<file path="src/rtl/adxl345_stream_responder_if.sv">
// Byte-wide AXI-Stream style channel used for both the command and response
// paths of the accelerometer register responder.
interface adxl345_stream_responder_if;
  logic [7:0] TDATA;
  logic       TKEEP;
  logic [7:0] TUSER;
  logic       TVALID;
  logic       TLAST;
  logic       TREADY;

  modport master (output TDATA, TKEEP, TUSER, TVALID, TLAST, input TREADY);
  modport slave  (input TDATA, TKEEP, TUSER, TVALID, TLAST, output TREADY);
endinterface

</file>
<file path="src/rtl/adxl345_stream_responder.sv">
// ADXL345-like register responder: command packets set the pointer, write
// registers or request a read burst; sample strobes update the data registers.
module adxl345_stream_responder #(
  parameter logic [6:0] DEVICE_ADDR = 7'h53,
  parameter logic [7:0] DEVID_VALUE = 8'hE5
) (
  input  logic                              CLK,
  input  logic                              RESETN,
  adxl345_stream_responder_if.slave         s_axis,
  adxl345_stream_responder_if.master        m_axis,
  input  logic                              SAMPLE_VALID,
  input  logic [15:0]                       SAMPLE_X,
  input  logic [15:0]                       SAMPLE_Y,
  input  logic [15:0]                       SAMPLE_Z
);
  // state   | meaning
  // IDLE    | waiting for the first beat of a packet
  // WR_DATA | write packet: each beat writes reg[PTR], PTR advances
  // DROP    | foreign or malformed packet: swallow beats until TLAST
  // RD_SEND | streaming CNT bytes starting at reg[PTR]
  typedef enum logic [1:0] {IDLE, WR_DATA, DROP, RD_SEND} state_t;

  state_t      state, state_nxt;
  logic [7:0]  regs [64];
  logic [5:0]  ptr;
  logic [7:0]  cnt;
  logic        ready_en;
  logic        int_flag;
  logic        pend;
  logic [47:0] pend_data;
  logic        m_valid, m_last;
  logic [7:0]  m_data;

  logic        s_fire, m_fire, addr_match, is_read, rd_exit, store;
  logic [5:0]  ptr_inc;
  logic [7:0]  rd_at_ptr, rd_at_inc;
  logic        unused_tkeep;

  function automatic logic writable(input logic [5:0] a);
    return (a >= 6'h1D && a <= 6'h2A) || (a >= 6'h2C && a <= 6'h2F) ||
           a == 6'h31 || a == 6'h38;
  endfunction

  // 0x00 and 0x30 are synthesised on read rather than held in the array
  function automatic logic [7:0] reg_rd(input logic [5:0] a);
    if (a == 6'h00)      return DEVID_VALUE;
    else if (a == 6'h30) return {int_flag, 7'b0};
    else                 return regs[a];
  endfunction

  assign unused_tkeep = s_axis.TKEEP;

  assign s_fire     = s_axis.TVALID & s_axis.TREADY;
  assign m_fire     = m_valid & m_axis.TREADY;
  assign addr_match = (s_axis.TUSER[7:1] == DEVICE_ADDR);
  assign is_read    = s_axis.TUSER[0];
  assign rd_exit    = (state == RD_SEND) && m_fire && m_last;
  assign store      = pend && ((state != RD_SEND) || rd_exit);
  assign ptr_inc    = ptr + 6'd1;
  assign rd_at_ptr  = reg_rd(ptr);
  assign rd_at_inc  = reg_rd(ptr_inc);

  assign s_axis.TREADY = ready_en && (state != RD_SEND);
  assign m_axis.TVALID = m_valid;
  assign m_axis.TDATA  = m_data;
  assign m_axis.TLAST  = m_last;
  assign m_axis.TKEEP  = 1'b1;
  assign m_axis.TUSER  = {DEVICE_ADDR, 1'b1};

  always_ff @(posedge CLK or negedge RESETN) begin
    if (!RESETN) state <= IDLE;
    else         state <= state_nxt;
  end

  always_comb begin
    state_nxt = state;
    case (state)
      IDLE: begin
        if (s_fire) begin
          if (!addr_match)  state_nxt = s_axis.TLAST ? IDLE    : DROP;
          else if (is_read) state_nxt = s_axis.TLAST ? RD_SEND : DROP;
          else              state_nxt = s_axis.TLAST ? IDLE    : WR_DATA;
        end
      end
      WR_DATA, DROP: if (s_fire && s_axis.TLAST) state_nxt = IDLE;
      RD_SEND:       if (rd_exit) state_nxt = IDLE;
      default:       state_nxt = IDLE;
    endcase
  end

  always_ff @(posedge CLK or negedge RESETN) begin
    if (!RESETN) begin
      ptr       <= '0;
      cnt       <= '0;
      ready_en  <= 1'b0;
      m_valid   <= 1'b0;
      m_last    <= 1'b0;
      m_data    <= '0;
      int_flag  <= 1'b0;
      pend      <= 1'b0;
      pend_data <= '0;
    end else begin
      ready_en <= 1'b1;
      if (state == IDLE && s_fire && addr_match) begin
        if (!is_read) begin
          ptr <= s_axis.TDATA[5:0];
        end else if (s_axis.TLAST) begin
          cnt     <= s_axis.TDATA;
          m_valid <= 1'b1;
          m_data  <= rd_at_ptr;
          m_last  <= (s_axis.TDATA == 8'd1);
        end
      end
      if (state == WR_DATA && s_fire) ptr <= ptr_inc;
      // response byte for the next beat is prefetched on each handshake
      if (state == RD_SEND && m_fire) begin
        ptr <= ptr_inc;
        cnt <= cnt - 8'd1;
        if (m_last) begin
          m_valid <= 1'b0;
          m_last  <= 1'b0;
        end else begin
          m_data <= rd_at_inc;
          m_last <= (cnt == 8'd2);
        end
      end
      if (SAMPLE_VALID) begin
        pend      <= 1'b1;
        pend_data <= {SAMPLE_Z, SAMPLE_Y, SAMPLE_X};
      end else if (store) begin
        pend <= 1'b0;
      end
      if (store)
        int_flag <= 1'b1;
      else if (state == RD_SEND && m_fire && ptr >= 6'h32 && ptr <= 6'h37)
        int_flag <= 1'b0;
    end
  end

  always_ff @(posedge CLK or negedge RESETN) begin
    if (!RESETN) begin
      for (int i = 0; i < 64; i++) regs[i[5:0]] <= 8'h00;
      regs[6'h00] <= DEVID_VALUE;
      regs[6'h2C] <= 8'h0A;
    end else begin
      if (state == WR_DATA && s_fire && writable(ptr)) regs[ptr] <= s_axis.TDATA;
      if (store) begin
        regs[6'h32] <= pend_data[7:0];
        regs[6'h33] <= pend_data[15:8];
        regs[6'h34] <= pend_data[23:16];
        regs[6'h35] <= pend_data[31:24];
        regs[6'h36] <= pend_data[39:32];
        regs[6'h37] <= pend_data[47:40];
      end
    end
  end
endmodule
</file>
<file path="src/flat_wrapper.sv">
// flat-port wrapper written by rule: the top's interface ports become plain ports
module adxl345_stream_responder_flat 
#(
  parameter logic [6:0] DEVICE_ADDR = 7'h53,
  parameter logic [7:0] DEVID_VALUE = 8'hE5
)
  (CLK, RESETN, SAMPLE_VALID, SAMPLE_X, SAMPLE_Y, SAMPLE_Z, s_axis_TDATA, s_axis_TKEEP, s_axis_TUSER, s_axis_TVALID, s_axis_TLAST, s_axis_TREADY, m_axis_TDATA, m_axis_TKEEP, m_axis_TUSER, m_axis_TVALID, m_axis_TLAST, m_axis_TREADY);
  adxl345_stream_responder_if s_axis_i ();
  adxl345_stream_responder_if m_axis_i ();
  input  logic CLK;
  input  logic RESETN;
  input  logic SAMPLE_VALID;
  input  logic [15:0] SAMPLE_X;
  input  logic [15:0] SAMPLE_Y;
  input  logic [15:0] SAMPLE_Z;
  input wire logic [$bits(s_axis_i.TDATA)-1:0] s_axis_TDATA;
  input wire logic [$bits(s_axis_i.TKEEP)-1:0] s_axis_TKEEP;
  input wire logic [$bits(s_axis_i.TUSER)-1:0] s_axis_TUSER;
  input wire logic [$bits(s_axis_i.TVALID)-1:0] s_axis_TVALID;
  input wire logic [$bits(s_axis_i.TLAST)-1:0] s_axis_TLAST;
  output wire logic [$bits(s_axis_i.TREADY)-1:0] s_axis_TREADY;
  output wire logic [$bits(m_axis_i.TDATA)-1:0] m_axis_TDATA;
  output wire logic [$bits(m_axis_i.TKEEP)-1:0] m_axis_TKEEP;
  output wire logic [$bits(m_axis_i.TUSER)-1:0] m_axis_TUSER;
  output wire logic [$bits(m_axis_i.TVALID)-1:0] m_axis_TVALID;
  output wire logic [$bits(m_axis_i.TLAST)-1:0] m_axis_TLAST;
  input wire logic [$bits(m_axis_i.TREADY)-1:0] m_axis_TREADY;
  assign s_axis_i.TDATA = s_axis_TDATA;
  assign s_axis_i.TKEEP = s_axis_TKEEP;
  assign s_axis_i.TUSER = s_axis_TUSER;
  assign s_axis_i.TVALID = s_axis_TVALID;
  assign s_axis_i.TLAST = s_axis_TLAST;
  assign s_axis_TREADY = s_axis_i.TREADY;
  assign m_axis_TDATA = m_axis_i.TDATA;
  assign m_axis_TKEEP = m_axis_i.TKEEP;
  assign m_axis_TUSER = m_axis_i.TUSER;
  assign m_axis_TVALID = m_axis_i.TVALID;
  assign m_axis_TLAST = m_axis_i.TLAST;
  assign m_axis_i.TREADY = m_axis_TREADY;
  adxl345_stream_responder #(.DEVICE_ADDR(DEVICE_ADDR), .DEVID_VALUE(DEVID_VALUE)) u_core (.CLK(CLK), .RESETN(RESETN), .s_axis(s_axis_i), .m_axis(m_axis_i), .SAMPLE_VALID(SAMPLE_VALID), .SAMPLE_X(SAMPLE_X), .SAMPLE_Y(SAMPLE_Y), .SAMPLE_Z(SAMPLE_Z));
endmodule
</file>
<file path="config.mk">
export PLATFORM = sky130hd
export DESIGN_NAME = adxl345_stream_responder_flat
export DESIGN_NICKNAME = d
export VERILOG_FILES = /design/src/rtl/adxl345_stream_responder_if.sv /design/src/rtl/adxl345_stream_responder.sv /design/src/flat_wrapper.sv
export SDC_FILE = /design/constraint.sdc
export NUM_CORES = 1
export LEC_CHECK = 0
export CAP_MARGIN = 20
export CORE_MARGIN = 2
export CORE_UTILIZATION = 39
export DETAILED_ROUTE_END_ITERATION = 6
export GPL_TIMING_DRIVEN = 0
export PLACE_DENSITY_LB_ADDON = 0.12
export SYNTH_ARGS = -nofsm -noshare
export SYNTH_HDL_FRONTEND = slang
export SYNTH_SLANG_ARGS = --single-unit
</file>
<file path="constraint.sdc">
create_clock -name CLK -period 4.1 [get_ports CLK]
set_input_delay 0.615 -clock CLK [delete_from_list [all_inputs] [get_ports CLK]]
set_output_delay 0.615 -clock CLK [all_outputs]
set_load 0.01 [all_outputs]
</file>
; After elaboration in Yosys (flattened, before gate mapping)
; Index checks and enable logic that the tools add are counted.
[word_totals]
register_bits = 589
input_bits = 71
output_inout_bits = 20
word_cells = 187
[classes]
addsub = 2
order_cmp = 9
eq_ne = 15
mux = 51
n_bitwise = 4
n_reduce_logical = 32
[op_table]
columns = op, count
row1 = $bwmux 512, 1
row2 = $mux 8, 18
row3 = $mux 112, 1
row4 = $bmux 8 s6, 2
row5 = $demux 8 s6, 1
row6 = $mux 48, 1
row7 = $eq 6x6->1 const B, 4
row8 = $mux 6, 4
row9 = $le 6x6->1 const B, 3
row10 = $mux 1, 16
row11 = $ge 7x7->1 const B, 2
row12 = $logic_and 1x1->1, 14
row13 = $not 6->7, 2
row14 = $ge 6x6->1 const B, 2
row15 = $logic_not 6->1, 2
row16 = $mux 2, 6
row17 = $reduce_bool 2->1, 6
row18 = $eq 8x1->1 const B, 1
row19 = $eq 8x2->1 const B, 1
row20 = $sub 8x1->8 const B, 1
row21 = $eq 7x7->1 const B, 1
row22 = $lt 7x1->1 const B, 1
row23 = $add 6x1->6 const B, 1
row24 = $ge 6x5->1 const B, 1
row25 = other kinds (13), 21

; Depth between registers and ports, before layout
; Gate-level depths: netlist of the first run.
[logic_depth]
word_depth = 11
mapped_depth = 17
ltp_nobuf = 9

; Worst setup path before layout of the first run
; OpenSTA, ideal clock, no wires.
[synth_path]
kind = reg-to-reg
start = register u_core.ptr[1]
end = register u_core.m_data[3], in the netlist u_core.m_axis.TDATA[3]
setup_ps = 143
t_arrival_ps = 3453
t_required_ps = 3957
slack_ps = 504
stages_incl_launch_ff = 16
path_buffers = 8
period_less_slack_ps = 3596
path_cell_list = dfrtp_1 -> buf_4 -> buf_4 -> buf_4 -> inv_1 -> buf_2 -> ha_1 -> buf_6 -> buf_4 -> buf_4 -> buf_2 -> mux4_2 -> nand2_1 -> a21oi_1 -> o41ai_1 -> o211ai_1
[synth_via]
elab_chain_len = 11
elab_cells_between_ends = 22
classes_between = add/sub: 1 / eq/ne: 2 / mux: 15 / bitwise: 2 / reduce/logical: 2
[synth_rtl]
columns = element, line
row1 = start: declaration, adxl345_stream_responder.sv:25  ; logic [5:0] ptr;
row2 = start signal: assignment, adxl345_stream_responder.sv:106  ; ptr <= s_axis.TDATA[5:0];
row3 = start signal: assignment, adxl345_stream_responder.sv:114  ; if (state == WR_DATA && s_fire) ptr <= ptr_inc;
row4 = start signal: assignment, adxl345_stream_responder.sv:117  ; ptr <= ptr_inc;
row5 = "parallel branches: the longest is 10 deep, another holds $add 6x1->6", -
row6 = $mux 8 (*), adxl345_stream_responder.sv:116  ; if (state == RD_SEND && m_fire) begin
row7 = end signal: assignment, adxl345_stream_responder.sv:110  ; m_data <= rd_at_ptr;
row8 = end signal: assignment, adxl345_stream_responder.sv:123  ; m_data <= rd_at_inc;
row9 = end: declaration, adxl345_stream_responder.sv:32  ; logic [7:0] m_data;
; Mark *: on every way between the ends. The select of a mux whose other input is x is not followed.
; A chain may end at the register's enable or synchronous reset.

; Worst setup path in the final report of the first run
[layout_path]
start = register u_core.ptr[1]
end = register u_core.regs[52] in the netlist's numbering
[layout_via]
elab_chain_len = 6
elab_cells_between_ends = 19
classes_between = order compare: 6 / eq/ne: 2 / mux: 3 / bitwise: 1 / reduce/logical: 7
[layout_rtl]
columns = element, line
row1 = $not 6->7 (not written as such) (tied with other cells), adxl345_stream_responder.sv:146  ; if (state == WR_DATA && s_fire && writable(ptr)) regs[ptr] <= s_axis.TDATA;
row2 = $ge 7x7->1 (not written as such) (tied with other cells), adxl345_stream_responder.sv:146
row3 = $logic_and 1x1->1 (not written as such) / $logic_or 1x1->1 (equally long branches), "adxl345_stream_responder.sv:146, adxl345_stream_responder.sv:40"
row4 = $mux 8 (not written as such) / $logic_or 1x1->1 (equally long branches), "adxl345_stream_responder.sv:146, adxl345_stream_responder.sv:40"
row5 = $demux 8 s6 / $logic_or 1x1->1 (equally long branches), "adxl345_stream_responder.sv:146, adxl345_stream_responder.sv:41"
row6 = $bwmux 512 / $logic_and 1x1->1 (equally long branches), adxl345_stream_responder.sv:146
row7 = end signal: indexed assignment, adxl345_stream_responder.sv:146
row8 = end signal: indexed assignment, adxl345_stream_responder.sv:148  ; regs[6'h32] <= pend_data[7:0];
row9 = end signal: indexed assignment, adxl345_stream_responder.sv:149  ; regs[6'h33] <= pend_data[15:8];
row10 = end: declaration, adxl345_stream_responder.sv:24  ; logic [7:0] regs [64];
; Several ways; a longest one is shown, not always the timed one.

==> results of run 1 <==
[cells by family after synthesis]
group,synth area share [%]
mux,26.4
buf+inv,6.47
fa+ha+maj,0.430
xor+xnor,0.0602
flops,50.7
compound gates,10.6
other cells,0.0258
simple gates,5.39
[metal layers]
metal / vias up / global-route usage [%] / wire [microns]
met4: 6 / 23.6 / 10800
met5: - / 0 / 34
met1: 12100 / 46.1 / 53000
met2: 1583 / 51.4 / 57600
met3: 503 / 10.6 / 14700
li1: 9023 / - / -
[power by group]
part           total, uW  internal, uW  switching, uW
Sequential          6090          5950            140
Combinational       2470           823           1640
Clock               6570          3890           2690
[state kept, by name, indices dropped and copies added, names as in the netlist, 2 cells and up]
signal / flops
u_core.cnt: 8
u_core.regs: 512
u_core.state: 2
u_core.pend_data: 48
u_core.m_axis.TDATA: 8
u_core.ptr: 6
[critical path, stage by stage, from the launching register on]
cell	delay (ps)
dfrtp_2	410
buf_6	200
buf_12	180
buf_12	140
clkinvlp_4	160
buf_12	230
ha_1	200
inv_1	50
o211ai_1	90
a221oi_1	510
and2_1	280
clkbuf_2	230
and3_1	170
clkbuf_1	200
nand2_1	560
mux2_2	490
[repair_timing]
item / in CTS / in global routing
gates resized for setup: 82 / 23
pin swaps: 7 / 3
setup endpoints to repair: 225 / 103
hold endpoints to repair: 70 / 0
hold buffers: 1 / 0
setup buffers: 8 / 1
[cell type report]
class / count / area, sq um / share of cell area (%)
Antenna cell: 5 / 12.5 / 0.0359
Buffer: 441 / 2050 / 5.87
Clock buffer: 106 / 2140 / 6.13
Clock inverter: 18 / 299 / 0.858
Inverter: 13 / 52.6 / 0.151
Multi-Input combinational cell: 1329 / 12700 / 36.4
Sequential cell: 589 / 14700 / 42.3
Tap cell: 969 / 1210 / 3.48
Timing Repair Buffer: 131 / 1670 / 4.79
[cell usage after synthesis, types with 28 or more instances]
library cell / count / area share [%]
o21ai_0: 61 / 1.0
dfrtp_1: 582 / 50
clkbuf_1: 347 / 4.5
nor2_1: 61 / 0.79
mux2_2: 319 / 12
mux2i_1: 98 / 3.4
mux4_2: 136 / 11
a221oi_1: 57 / 1.7
buf_4: 28 / 0.72
a21oi_1: 61 / 1.0
buf_2: 48 / 0.83
a22oi_1: 61 / 1.6
nand2_1: 143 / 1.8
[per-stage QoR]
stage	utilization, %	setup slack (ps)	hold WS (ps)	total power, uW	area (sq um)
floorplan	-	504	319	7150	29100
global placement	41.9	-24370	442	8350	31100
detailed placement	42.9	-1800	449	8460	31800
CTS	46.8	-32.8	457	15100	34700
global route	47.0	-154	471	15500	34900
finish	47.0	-157	458	15100	34900
[worst paths after layout]
kind / startpoint / end / slack, ps / cells past startpoint
worst min register to register: u_core.regs[509] / u_core.regs[509] / 460 / 1
min in group asynchronous: RESETN / u_core.cnt[7] / 530 / 2
worst max register to register: u_core.ptr[1] / u_core.regs[52] / -160 / 15
max in group asynchronous: RESETN / u_core.regs[249] / 1960 / 4
worst max-delay path: u_core.ptr[1] / u_core.regs[52] / -160 / 15
worst min-delay path: u_core.regs[509] / u_core.regs[509] / 460 / 1
==> reports/results.txt, run 1 <==
Status - complete, but fails checks
Setup ws final - -157 ps
Top_reg_cell synth - dfrtp_1
Bufs on Longest Clock Path - 3
FILL cells - 6778
Max-Cap Viols - 0
CTS tree - built
Die H - 277 microns
CTS Buf Count - 70
Final Setup Violations - 29
Endpoint class of the critical path - flip-flop
Global-route usage over all layers - 35.5%
Synth unique cells - 81
I/O pins - 91
Initial Utilization - 39.2%
Number of global-route vias before repair - 23100
CTS clk-pin slew, worst paths - 60 ps
Detail Placement HPWL - 98.5 mm
Syn Inst Count - 2365
Part of the Yosys area used for sequential elements - 50.7%
Row Count - 100
Share of layout cells above drive strength 1 - 29.1%
Failing checks - negative setup slack
Worst EP arrival - 4760 ps
I/O Buffers - 78
Kind of critical path - flip-flop to flip-flop
CTS sink count - 589
Avg Synthesized Cell Area - 12.3 sq um
Remaining routing DRC violations - 0
Initial antenna violation count - 9
Final Slew Violations - 0
Tmin final - 4260 ps
Worst-Skew Late Latency - 650 ps
Post-synth EDFFs - 0
Final Hold Viols - 0
Via count - 23200
Setup TNS - -2970 ps
PD cells - 434 mW/mm^2
Largest net degree at the start of global routing - 116
Worst Path Max Fanout - 12
Worst Hold Class - flip-flop to flip-flop
First-pass GRT wire length - 188 mm
Worst Tran Pin Value - 1330 ps
Crit path launch type - flip-flop
Yosys warnings - 0
Area added between synthesis and finish - 19.9%
Ys async rst share - 100%
Chip width - 277 microns
RSZ-0062 raised after global routing - true
WL final - 136 mm
First drt pass iteration count - 7
Placed Cells - 3461
GP Congestion - 1.00
Initial drt markers - 2965
Max-Slew Margin vs Limit - 11.6%
Htree depth - 3
Routed vias/inst - 6.44
Root buf cell - clkbuf_16
Worst vdd ir - 0.300 mV
Synthesized area - 0.0291 sq mm
Max Clk Rate - 0.235 GHz
Die area - 0.0768 sq mm
Drt wl/cell - 37.8 microns
P_leak - 0.0151 uW
Final period util - 104%
Most common cell after layout, fill and taps aside - dfrtp_1
Gr ovfl total - 0
Non-Filler Instances - 3601
Clock Skews - 26.4 ps
Most frequent cells in the layout - dfrtp_1, clkbuf_1, mux2_2
Post-route ant nets - 0
Yosys reg bits - 589
Core Box Area - 0.0742 sq mm
Final #Nets - 2656
Critical path required time - 4610 ps
No activity file was read; power rests on OpenSTA's default activity.
==> run 2: changes to the inputs <==
--- a/config.mk
+++ b/config.mk
@@ -11,6 +11,7 @@
 export DETAILED_ROUTE_END_ITERATION = 6
 export GPL_TIMING_DRIVEN = 0
 export PLACE_DENSITY_LB_ADDON = 0.12
+export REMOVE_ABC_BUFFERS = 1
 export SYNTH_ARGS = -nofsm -noshare
 export SYNTH_HDL_FRONTEND = slang
 export SYNTH_SLANG_ARGS = --single-unit
==> run 2 against run 1 <==
The flow now finishes without violations. Final area fell by 4.6%. First-iteration DRC count down 45%. Sequential share of layout area up 2.1 points. Largest cell class unchanged. Highest routed layer is now met4. Die area unchanged. Utilization shrank 2.2 points. Register-to-register slack better by 210 ps.
==> reports/results.txt, run 2 (synthesized netlist as in run 1, its figures left out) <==
Tmin final - 4050 ps
R2R setup slack - 50 ps
Largest net degree at the start of global routing - 118
Root buf cell - clkbuf_16
Placed cell area - 0.0307 sq mm
Final Setup Violations - 0
I/O Buffers - 80
Drt wl/cell - 30.2 microns
Row Count - 100
Biggest regs - u_core.regs: 512 flops, u_core.pend_data: 48 flops
CTS Buf Count - 69
RSZ-0062 raised after global routing - true
Final Slew Violations - 0
Final Total Pwr - 14000 uW
Die H - 277 microns
Detail Placement HPWL - 62.4 mm
Hold_ws - 97.9 ps
Worst Tran Pin Value - 1130 ps
Largest register FFs - 512
FILL cells - 6656
Core Box Area - 0.0742 sq mm
Bufs on Longest Clock Path - 3
CTS tree - built
Worst EP arrival - 4540 ps
Remaining routing DRC violations - 0
Clock Skews - 22.0 ps
WL final - 95.9 mm
First-pass GRT wire length - 143 mm
Setup ws final - 49.6 ps
P_leak - 0.0144 uW
Largest stage delay, worst path - 920 ps
Dpl ws - -1380 ps
CTS sink count - 589
Most frequent cells in the layout - dfrtp_1, mux2_2, nand2_1
Number of global-route vias before repair - 20400
PD cells - 422 mW/mm^2
Gr ovfl total - 0
Area added between synthesis and finish - 14.3%
Via count - 19400
I/O pins - 91
Max-Cap Viols - 0
Cts hold-fix bufs - 0
Max-Slew Margin vs Limit - 24.7%
Most common cell after layout, fill and taps aside - dfrtp_1
Final #Nets - 2241
Initial antenna violation count - 2
Die area - 0.0768 sq mm
Final period util - 98.8%
Share of layout cells above drive strength 1 - 31.4%
CP Cell Sequence - buf_16 > clkinv_2 > buf_12 > o22ai_1 > a221oi_1 > and2_1 > and3_1 > nand2_1 > mux2_2
Max Clk Rate - 0.247 GHz
Crit path launch type - flip-flop
Final Hold Viols - 0
Initial drt markers - 1627
Htree depth - 3
FF-to-FF Start - u_core.ptr[2]
Slowest-stage cell, CP - dfrtp_4
Endpoint class of the critical path - flip-flop
Placed Cells - 3038
GP Congestion - 0.900
Global-route usage over all layers - 25.1%
Worst vdd ir - 0.244 mV
Initial Utilization - 39.2%
Worst Hold Class - input port to async pin
Chip width - 277 microns
Largest Register - u_core.regs
Worst Path Max Fanout - 50
CTS clk-pin slew, worst paths - 60 ps
Routed vias/inst - 6.12
First drt pass iteration count - 5
Final Cell Area - 0.0333 sq mm
Reg2reg path depth - 9
Critical path required time - 4590 ps
Status - completed
Worst-Skew Late Latency - 620 ps
Non-Filler Instances - 3174
Kind of critical path - flip-flop to flip-flop
R2R Path End - u_core.regs[134]
Post-route ant nets - 0
[run 2: changes by cell type in the layout (fill, tap and decap cells not counted), sizes merged]
cell / delta
clkinv: +2
clkdlybuf4s50: -1
dlygate4sd3: -1
clkbuf: -355
dlymetal6s2s: -1
buf: -69
diode: -4
bufbuf: +5
clkdlybuf4s15: -1
bufinv: -2
[run 2: timing repair]
action | 4_1_cts | 5_1_grt
setup buffers | 11 | 1
pin swaps | 2 | 1
endpoints found under the hold margin | 0 | 0
endpoints found under the setup margin | 223 | 71
resized for setup | 6 | 15
gates cloned | 5 | 1
[run 2: worst max path at each step]
stage | from | to | slack (ps)
global route | u_core.ptr[2] | u_core.regs[134] | -20
global placement | RESETN | u_core.regs[486] | -24040
floorplan | u_core.ptr[0] | u_core.m_axis.TDATA[2] | -8570
finish | u_core.ptr[2] | u_core.regs[134] | 50
detailed placement | u_core.ptr[1] | u_core.m_axis.TDATA[2] | -1380
CTS | u_core.ptr[2] | u_core.regs[195] | -100
[run 2: area by class of cell]
| type | instances | area [sq um] | share of cell area, % |
|---|---|---|---|
| repair buffers | 158 | 2440 | 7.34 |
| diodes | 1 | 2.50 | 0.00753 |
| multi-input cells | 1329 | 12700 | 38.1 |
| clock inverters | 18 | 173 | 0.519 |
| flip-flops and latches | 589 | 14800 | 44.4 |
| clock buffers | 97 | 1940 | 5.84 |
| inverters | 13 | 58.8 | 0.177 |
| well taps | 969 | 1210 | 3.65 |
[run 2: metal layers]
metal  wire length (microns)  global-route usage [%]  up-vias
li1                        -                       -     8212
met1                   41900                    34.8    10300
met2                   44000                    38.7      750
met3                    6410                    4.95      201
met4                    3620                    10.3        0
met5                       0                       0        -
[run 2: power by group]
group | leakage (uW) | switching, uW | total [uW] | internal, uW
Clock | 0.00104 | 2510 | 5930 | 3420
Sequential | 0.00796 | 112 | 6060 | 5950
Combinational | 0.00542 | 1200 | 2040 | 842
Total | 0.0144 | 3820 | 14000 | 10200
[run 2: per-stage QoR]
step	util, %	TNS [ps]
after global routing	44.8	-72.3
final	44.8	0
after floorplan	-	-843760
after CTS	44.6	-3300
after detailed placement	41.4	-109300
after global placement	39.5	-
[run 2: worst max-delay path, delay by kind of cell (launching register included)]
kind | cells | cell delay (ps)
compound gates | 2 | 310
buf+inv | 3 | 1060
flops | 1 | 920
mux | 1 | 390
simple gates | 3 | 1160
